**config.mk**
```make
export PLATFORM = sky130hd
export DESIGN_NAME = vehicle_status_monitor
export DESIGN_NICKNAME = d
export VERILOG_FILES = /design/src/rtl/vehicle_pkg.sv /design/src/rtl/hyst_debounce.sv /design/src/rtl/vehicle_status_monitor.sv
export SDC_FILE = /design/constraint.sdc
export NUM_CORES = 1
export LEC_CHECK = 0
export BUFFER_PORTS_ARGS = -buffer_cell sky130_fd_sc_hd__buf_2
export CAP_MARGIN = 20
export CORE_AREA = 10 10 90 69
export DETAILED_ROUTE_END_ITERATION = 10
export DIE_AREA = 0 0 100 79
export PLACE_DENSITY = 0.64
export SETUP_SLACK_MARGIN = 0.1
export SYNTH_ARGS = -nofsm -noshare
export SYNTH_HDL_FRONTEND = slang
export SYNTH_SLANG_ARGS = --single-unit
```
**constraint.sdc**
```tcl
create_clock -name clk -period 2.3 [get_ports clk]
set_clock_uncertainty 0.15 [all_clocks]
set_input_delay 0.115 -clock clk [delete_from_list [all_inputs] [get_ports clk]]
set_output_delay 0.115 -clock clk [all_outputs]
set_load 0.1 [all_outputs]
```
**src/rtl/vehicle_pkg.sv**
```systemverilog
// Shared types and default thresholds for the vehicle status front end.
package vehicle_pkg;

  typedef enum logic [1:0] {
    IDLE    = 2'd0,
    DRIVING = 2'd1,
    ARRIVED = 2'd2
  } trip_state_t;

  localparam int TEMP_HOT_DEF   = 85;
  localparam int TEMP_COOL_DEF  = 70;
  localparam int FUEL_EMPTY_DEF = 4;
  localparam int FUEL_OK_DEF    = 12;
  localparam int DEBOUNCE_DEF   = 4;

endpackage

```
**src/rtl/hyst_debounce.sv**
```systemverilog
// Debounced hysteresis flag: DEBOUNCE consecutive qualifying valid samples
// toggle the flag; set_cond qualifies while low, clr_cond while high.
module hyst_debounce #(
  parameter int   DEBOUNCE   = 4,
  parameter logic RESET_FLAG = 1'b0
) (
  input  logic clk,
  input  logic rst_n,
  input  logic sample_valid,
  input  logic set_cond,
  input  logic clr_cond,
  output logic flag
);

  localparam int CW = $clog2(DEBOUNCE + 1);

  logic [CW-1:0] cnt;
  logic          qual;

  // The condition that counts toward a change depends on the current flag.
  assign qual = flag ? clr_cond : set_cond;

  always_ff @(posedge clk or negedge rst_n) begin
    if (!rst_n) begin
      cnt  <= '0;
      flag <= RESET_FLAG;
    end else if (sample_valid) begin
      if (!qual) begin
        cnt <= '0;
      end else if (cnt == CW'(DEBOUNCE - 1)) begin
        cnt  <= '0;
        flag <= ~flag;
      end else begin
        cnt <= cnt + 1'b1;
      end
    end
  end

endmodule

```
**src/rtl/vehicle_status_monitor.sv**
```systemverilog
// Sensor front end: debounced overheat / fuel-empty flags and a trip FSM
// that counts odometer ticks down from a loaded destination distance.
module vehicle_status_monitor
  import vehicle_pkg::*;
#(
  parameter int TEMP_W     = 8,
  parameter int TEMP_HOT   = TEMP_HOT_DEF,
  parameter int TEMP_COOL  = TEMP_COOL_DEF,
  parameter int FUEL_W     = 8,
  parameter int FUEL_EMPTY = FUEL_EMPTY_DEF,
  parameter int FUEL_OK    = FUEL_OK_DEF,
  parameter int DIST_W     = 16,
  parameter int DEBOUNCE   = DEBOUNCE_DEF
) (
  input  logic              clk,
  input  logic              rst_n,
  input  logic              temp_valid,
  input  logic [TEMP_W-1:0] temp_c,
  input  logic              fuel_valid,
  input  logic [FUEL_W-1:0] fuel_level,
  input  logic              dest_load,
  input  logic [DIST_W-1:0] dest_dist,
  input  logic              odo_tick,
  output logic              cpu_overheated,
  output logic              gas_tank_empty,
  output logic              arrived,
  output logic [DIST_W-1:0] remaining
);

  logic temp_hot, temp_cool, fuel_low, fuel_ok;

  assign temp_hot  = temp_c     >= TEMP_W'(TEMP_HOT);
  assign temp_cool = temp_c     <= TEMP_W'(TEMP_COOL);
  assign fuel_low  = fuel_level <= FUEL_W'(FUEL_EMPTY);
  assign fuel_ok   = fuel_level >= FUEL_W'(FUEL_OK);

  hyst_debounce #(.DEBOUNCE(DEBOUNCE), .RESET_FLAG(1'b0)) u_temp_filt (
    .clk          (clk),
    .rst_n        (rst_n),
    .sample_valid (temp_valid),
    .set_cond     (temp_hot),
    .clr_cond     (temp_cool),
    .flag         (cpu_overheated)
  );

  // Fuel starts flagged empty so nothing drives until a level is confirmed.
  hyst_debounce #(.DEBOUNCE(DEBOUNCE), .RESET_FLAG(1'b1)) u_fuel_filt (
    .clk          (clk),
    .rst_n        (rst_n),
    .sample_valid (fuel_valid),
    .set_cond     (fuel_low),
    .clr_cond     (fuel_ok),
    .flag         (gas_tank_empty)
  );

  trip_state_t       state, state_nxt;
  logic [DIST_W-1:0] rem_nxt;

  always_ff @(posedge clk or negedge rst_n) begin
    if (!rst_n) begin
      state     <= IDLE;
      remaining <= '0;
      arrived   <= 1'b1;
    end else begin
      state     <= state_nxt;
      remaining <= rem_nxt;
      arrived   <= (state_nxt != DRIVING);
    end
  end

  // A load overrides a coincident tick; ticks outside DRIVING are dropped.
  always_comb begin
    state_nxt = state;
    rem_nxt   = remaining;
    if (dest_load) begin
      rem_nxt   = dest_dist;
      state_nxt = (dest_dist != '0) ? DRIVING : ARRIVED;
    end else if (state == DRIVING && odo_tick) begin
      if (remaining <= DIST_W'(1)) begin
        rem_nxt   = '0;
        state_nxt = ARRIVED;
      end else begin
        rem_nxt = remaining - 1'b1;
      end
    end
  end

endmodule

```
==> results of run 1 <==
==> power breakdown <==
part / switching, mW / leakage (nW) / total (mW) / internal, mW
clock network: 0.156 / 0.0255 / 0.278 / 0.122
logic: 0.456 / 0.758 / 0.652 / 0.196
registers: 0.0522 / 0.313 / 0.588 / 0.536
==> metrics by stage <==
step	instance area, um^2	hold slack [ns]	setup TNS [ns]
floorplan	1797	-0.3306	-0.6675
global placement	2273	0.01410	0
detailed placement	2273	0.02122	0
CTS	2572	0.02463	0
global route	2614	0.07425	0
finish	2614	0.04041	0
==> routing by layer <==
metal	up-vias	wire [um]
li1	947	-
met1	888	2606
met2	64	2518
met3	2	417
met4	0	16
met5	-	0
==> critical path, delay by kind of cell, from the launching register on <==
| family | cells | cell delay, ns |
|---|---|---|
| flops | 1 | 0.48 |
| compound gates | 1 | 0.21 |
| simple gates | 3 | 1.30 |
==> final cells by class <==
class	count	share of cell area
Inverter	9	0.01292
Multi-Input combinational cell	151	0.4069
Clock inverter	1	0.001915
Clock buffer	3	0.01580
Sequential cell	27	0.2709
Timing Repair Buffer	100	0.2642
Tap cell	57	0.02729
==> logic make-up (layout without fill, tap and decap cells) <==
kind of cell | count (synthesis) | in the layout | share of synthesized area
compound gates | 62 | 62 | 0.2587
xor+xnor | 4 | 4 | 0.02017
fa+ha+maj | 4 | 4 | 0.02882
buf+inv | 21 | 113 | 0.04683
flops | 27 | 27 | 0.3905
simple gates | 81 | 81 | 0.2551
==> what timing repair did <==
item / 4_1_cts / 5_1_grt
gates resized for setup: 5 / 8
hold endpoints to repair: 49 / 0
hold buffers: 22 / 0
setup endpoints to repair: 15 / 19
buffers inserted: 0 / 1
pin swaps: 6 / 5
==> state kept, by name, summed over array words and instances (netlist names) <==
name              count
arrived               1
remaining            16
state                 2
u_fuel_filt.cnt       3
u_fuel_filt.flag      1
u_temp_filt.cnt       3
u_temp_filt.flag      1
==> path summary, 6_finish.rpt <==
check	start	to
max	remaining[9]	remaining[11]
min	dest_dist[11]	remaining[11]
max reg2reg	remaining[9]	remaining[11]
min reg2reg	u_fuel_filt.flag	u_fuel_filt.flag
max in group asynchronous	rst_n	remaining[10]
min in group asynchronous	rst_n	remaining[0]
==> placed cells by master, fill, tap and decap left out, types with 2 or more instances in the layout <==
master          n
nor2_1         13
or3_4           2
clkbuf_8        3
o311ai_2        2
nor3_2          3
a2bb2oi_1       2
ha_1            3
nor3_1          8
dfrtp_1        13
a21o_1          2
inv_1           7
buf_12          2
dlygate4sd3_1  22
a31oi_1         3
o311ai_1        2
buf_4          20
nor2b_1         3
o21ai_0         9
nand3b_1        3
or3_1           4
nand2_1        17
nand3_1         4
xnor2_1         4
dfrtp_4         6
o31ai_1        13
inv_2           2
buf_2          56
a21oi_1         5
dfrtp_2         6
or4_1           2
o22ai_1         4
nor4_2          2
a21boi_0        3
o211ai_1        6
dfstp_2         2
nor4_1          9
or4_4           3
==> impl_metrics.ini, run 1 <==
[placed_design]
pre_cts_ws_ns = 0.002299
dp.cells = 321
portBuffers = 56
gp_congestion = 0.8070
hpwlAfterDp_um = 4243

[clocking]
cts_made_buffers = 3
insertion_delay_ns = 0.28
cts_sinks = 27
cts_tree = done
clk_pin_slew_ns = 0.10
htree_num_levels = 1
root_buffer = clkbuf_8
clockBufferDepth = 2

[global_route]
grt_max_degree = 28
grt_pass1_vias = 1880
antenna_found_initial = 0
use_met1 = 0.2051
top_usage_layer = met1
grt_usage = 0.1399
grt_first_pass_wirelength_um = 9259
overflow = 0
gr-usage-met3 = 0.03979
met2_usage = 0.2026

[power]
irDropWorstVdd_uv = 371.2
power_density_mw_per_mm2 = 581.0
p_leak_nw = 1.097
finalPower_mw = 1.519

[yosys]
ys_seq_area_frac = 0.3905
avgSynthCellArea_um2 = 8.727
ys_async_sr_fraction = 1.000
synth_edf_count = 0
synth_top_area_frac = 0.3602
synthTopCellsByArea = dfrtp_1, o31ai_1, nor4_1, nand2_1, nor3_1
synth_top_cell_by_area = dfrtp_1
synthFlopType = dfrtp_1
yosysUniqueCellTypes = 47
yosysMostFrequentCell = dfrtp_1
synth_seq_cells = 27
syn-num-nets = 241
yosysWarnings = 0
ys_top_cells_by_count = dfrtp_1, nand2_1, nor2_1, o31ai_1
synth_cells = 199
synth_area_mm2 = 0.001737

[finish]
regArea_um2 = 708.2
fin_cells = 348
postLayoutCoreUtil = 0.5750
nNetsFinal = 334
nFillCells = 403
area_growth_pct = 50.50
multi_input_area_mm2 = 0.001064
diodes = 0
drive_gt1_frac = 0.4021

[detailed_routing]
firstDrtPassIters = 5
routed_wl_um = 5558
ant_nets = 0
vias = 1901
wl_per_cell_um = 15.97
via_per_inst = 5.463
drc_errors = 0
drt_iter0_drc = 159

[status]
outcome = finished clean

[die]
die_area_mm2 = 0.007900
die_w_um = 100
num_io_pins = 57
rows = 21
core_area_mm2 = 0.004546
die_h_um = 79
initial_core_util = 0.3821

[worst_setup_path]
rrSetupSlack_ns = 0.05
crit_type = register to register
crit_fanout = 4
critPathLaunchType = register
path_cells = or4_4 > or3_4 > or3_4 > a31o_1
worst_ep_required_time_ns = 2.32
timing.critical_path.mode_cell = or3_4
critPathCaptureType = register
cpMaxStageDelayCell = or4_4
max_stage_delay_ns = 0.50
arrival_ns = 2.27
ff2ff_path_depth = 4

[timing]
setup_slack_ns = 0.04867
setup_viol = 0
report.final.slew_viol_count = 0
post-route-min-period_ns = 2.251
fin_crit_sh = 0.9788
worst_slew_pin_slew_ns = 0.6254
fmax_ghz = 0.4442
relSlewSlack = 0.5830
hold_viol_final = 0
rsz0062_at_grt = yes

[min_path]
whs_path_depth = 4
holdCritPathClass = input port to register

[run]
drv_cap = 0
Power figures use the tool's default switching activity.
==> inputs of run 2 (changes only) <==
ABC_CLOCK_PERIOD_IN_PS = 2300   (was not set)
SETUP_SLACK_MARGIN = not set   (was 0.1)
SLEW_MARGIN = 20   (was not set)
==> impl_metrics.ini, run 2 (same netlist as run 1, synthesis figures left out) <==
[worst_setup_path]
critPathLaunchType = register
worst_ep_required_time_ns = 2.32
rrSetupSlack_ns = 0.04
path_cells = or4_4 > or3_4 > or3_4 > a31o_1
crit_fanout = 5
timing.critical_path.mode_cell = or3_4
crit_type = register to register
critPathCaptureType = register
max_stage_delay_ns = 0.50
arrival_ns = 2.29
cpMaxStageDelayCell = or4_4

[detailed_routing]
via_per_inst = 5.532
met3_length_um = 378
wl_per_cell_um = 16.16
firstDrtPassIters = 4
highest_layer = met4
vias = 1903
wl_met2_um = 2525
ant_nets = 0
drt_iter0_drc = 176
met1_length_um = 2621
drc_errors = 0
routed_wl_um = 5558

[placed_design]
gp_congestion = 0.8756
dp.cells = 320
hpwlAfterDp_um = 4263
pre_cts_ws_ns = -0.01651
portBuffers = 56

[global_route]
grt_max_degree = 28
overflow = 0
grt_first_pass_wirelength_um = 9128
antenna_found_initial = 0
grt_pass1_vias = 1838
grt_usage = 0.1380

[timing]
setup_slack_ns = 0.03556
report.final.slew_viol_count = 0
hold_viol_final = 2
relSlewSlack = 0.5947
worst_slew_pin_slew_ns = 0.6080
post-route-min-period_ns = 2.264
fin_crit_sh = 0.9845
hold_slack_ns = -0.008165
setup_viol = 0
rsz0062_at_grt = yes
fmax_ghz = 0.4416

[finish]
mostFrequentLayoutCell = buf_2
nNetsFinal = 330
drive_gt1_frac = 0.3833
largest_reg_flops = 16
nFillCells = 416
largest_registers = remaining (16), u_fuel_filt.cnt (3), u_temp_filt.cnt (3)
layout_common_cells = buf_2, dlygate4sd3_1, buf_4
postLayoutCoreUtil = 0.5546
diodes = 0
fin_cells = 344
top_register = remaining
area_growth_pct = 45.17

[die]
initial_core_util = 0.3821
die_h_um = 79
die_w_um = 100
num_io_pins = 57
core_area_mm2 = 0.004546
die_area_mm2 = 0.007900
rows = 21

[status]
failed_checks = hold timing
outcome = finished, violations left

[clocking]
cts_made_buffers = 3
clockBufferDepth = 2
post_cts_buffers = 0
root_buffer = clkbuf_8
cts_tree = done
clk_pin_slew_ns = 0.09
insertion_delay_ns = 0.28
htree_num_levels = 1
cts_sinks = 27

[power]
power_density_mw_per_mm2 = 595.5
irDropWorstVdd_uv = 290.3
finalPower_mw = 1.501
p_leak_nw = 1.040

[run]
drv_cap = 0

[min_path]
holdCritPathClass = input port to register
run 2: cell count changes in the layout (fill, tap and decap cells not counted), sizes merged:
cell         before  now
dlygate4sd3      22   20
buf              78   76
run 2: final cells by class:
cell class                      instances  area (um^2)  share of cell area
Inverter                                9        33.78             0.01340
Sequential cell                        27        708.2              0.2809
Clock buffer                            3        41.29             0.01638
Tap cell                               57        71.32             0.02829
Timing Repair Buffer                   96        630.6              0.2501
Clock inverter                          1        5.005            0.001985
Multi-Input combinational cell        151         1031              0.4089
run 2: path summary, 6_finish.rpt:
check,start,end,cells past startpoint
setup reg to reg,remaining[9],remaining[11],4
setup / recovery,remaining[9],remaining[11],4
max in group asynchronous,rst_n,remaining[1],2
hold reg to reg,u_fuel_filt.flag,u_fuel_filt.flag,2
hold / removal,dest_dist[1],remaining[1],3
min in group asynchronous,rst_n,u_fuel_filt.cnt[0],2
run 2: metal layers:
metal,vias to the layer above,track usage
li1,937,-
met4,0,0.02254
met1,903,0.1929
met3,4,0.03979
met2,59,0.2084
met5,-,0
run 2: worst max-delay path, delay by kind of cell, from the launching register on:
family          cells  cell delay (ns)
compound gates      1             0.22
flops               1             0.48
simple gates        3             1.30
run 2: repair_timing:
item                       in CTS  in global routing
pin swaps                       5                  1
hold buffers                   20                  0
setup endpoints to repair       2                 12
hold endpoints to repair       48                  0
resized for setup               1                  5
run 2: per-stage QoR:
step | setup TNS, ns | cell area, um^2
6_report | 0 | 2521
5_1_grt | -0.02280 | 2521
4_1_cts | -0.006413 | 2497
3_5_place_dp | -0.01651 | 2241
3_3_place_gp | 0 | 2241
2_1_floorplan | -0.6676 | 1797
run 2: where the power goes:
part	internal [mW]	switching [mW]
clock	0.122	0.155
sequential	0.536	0.0540
combinational	0.186	0.448
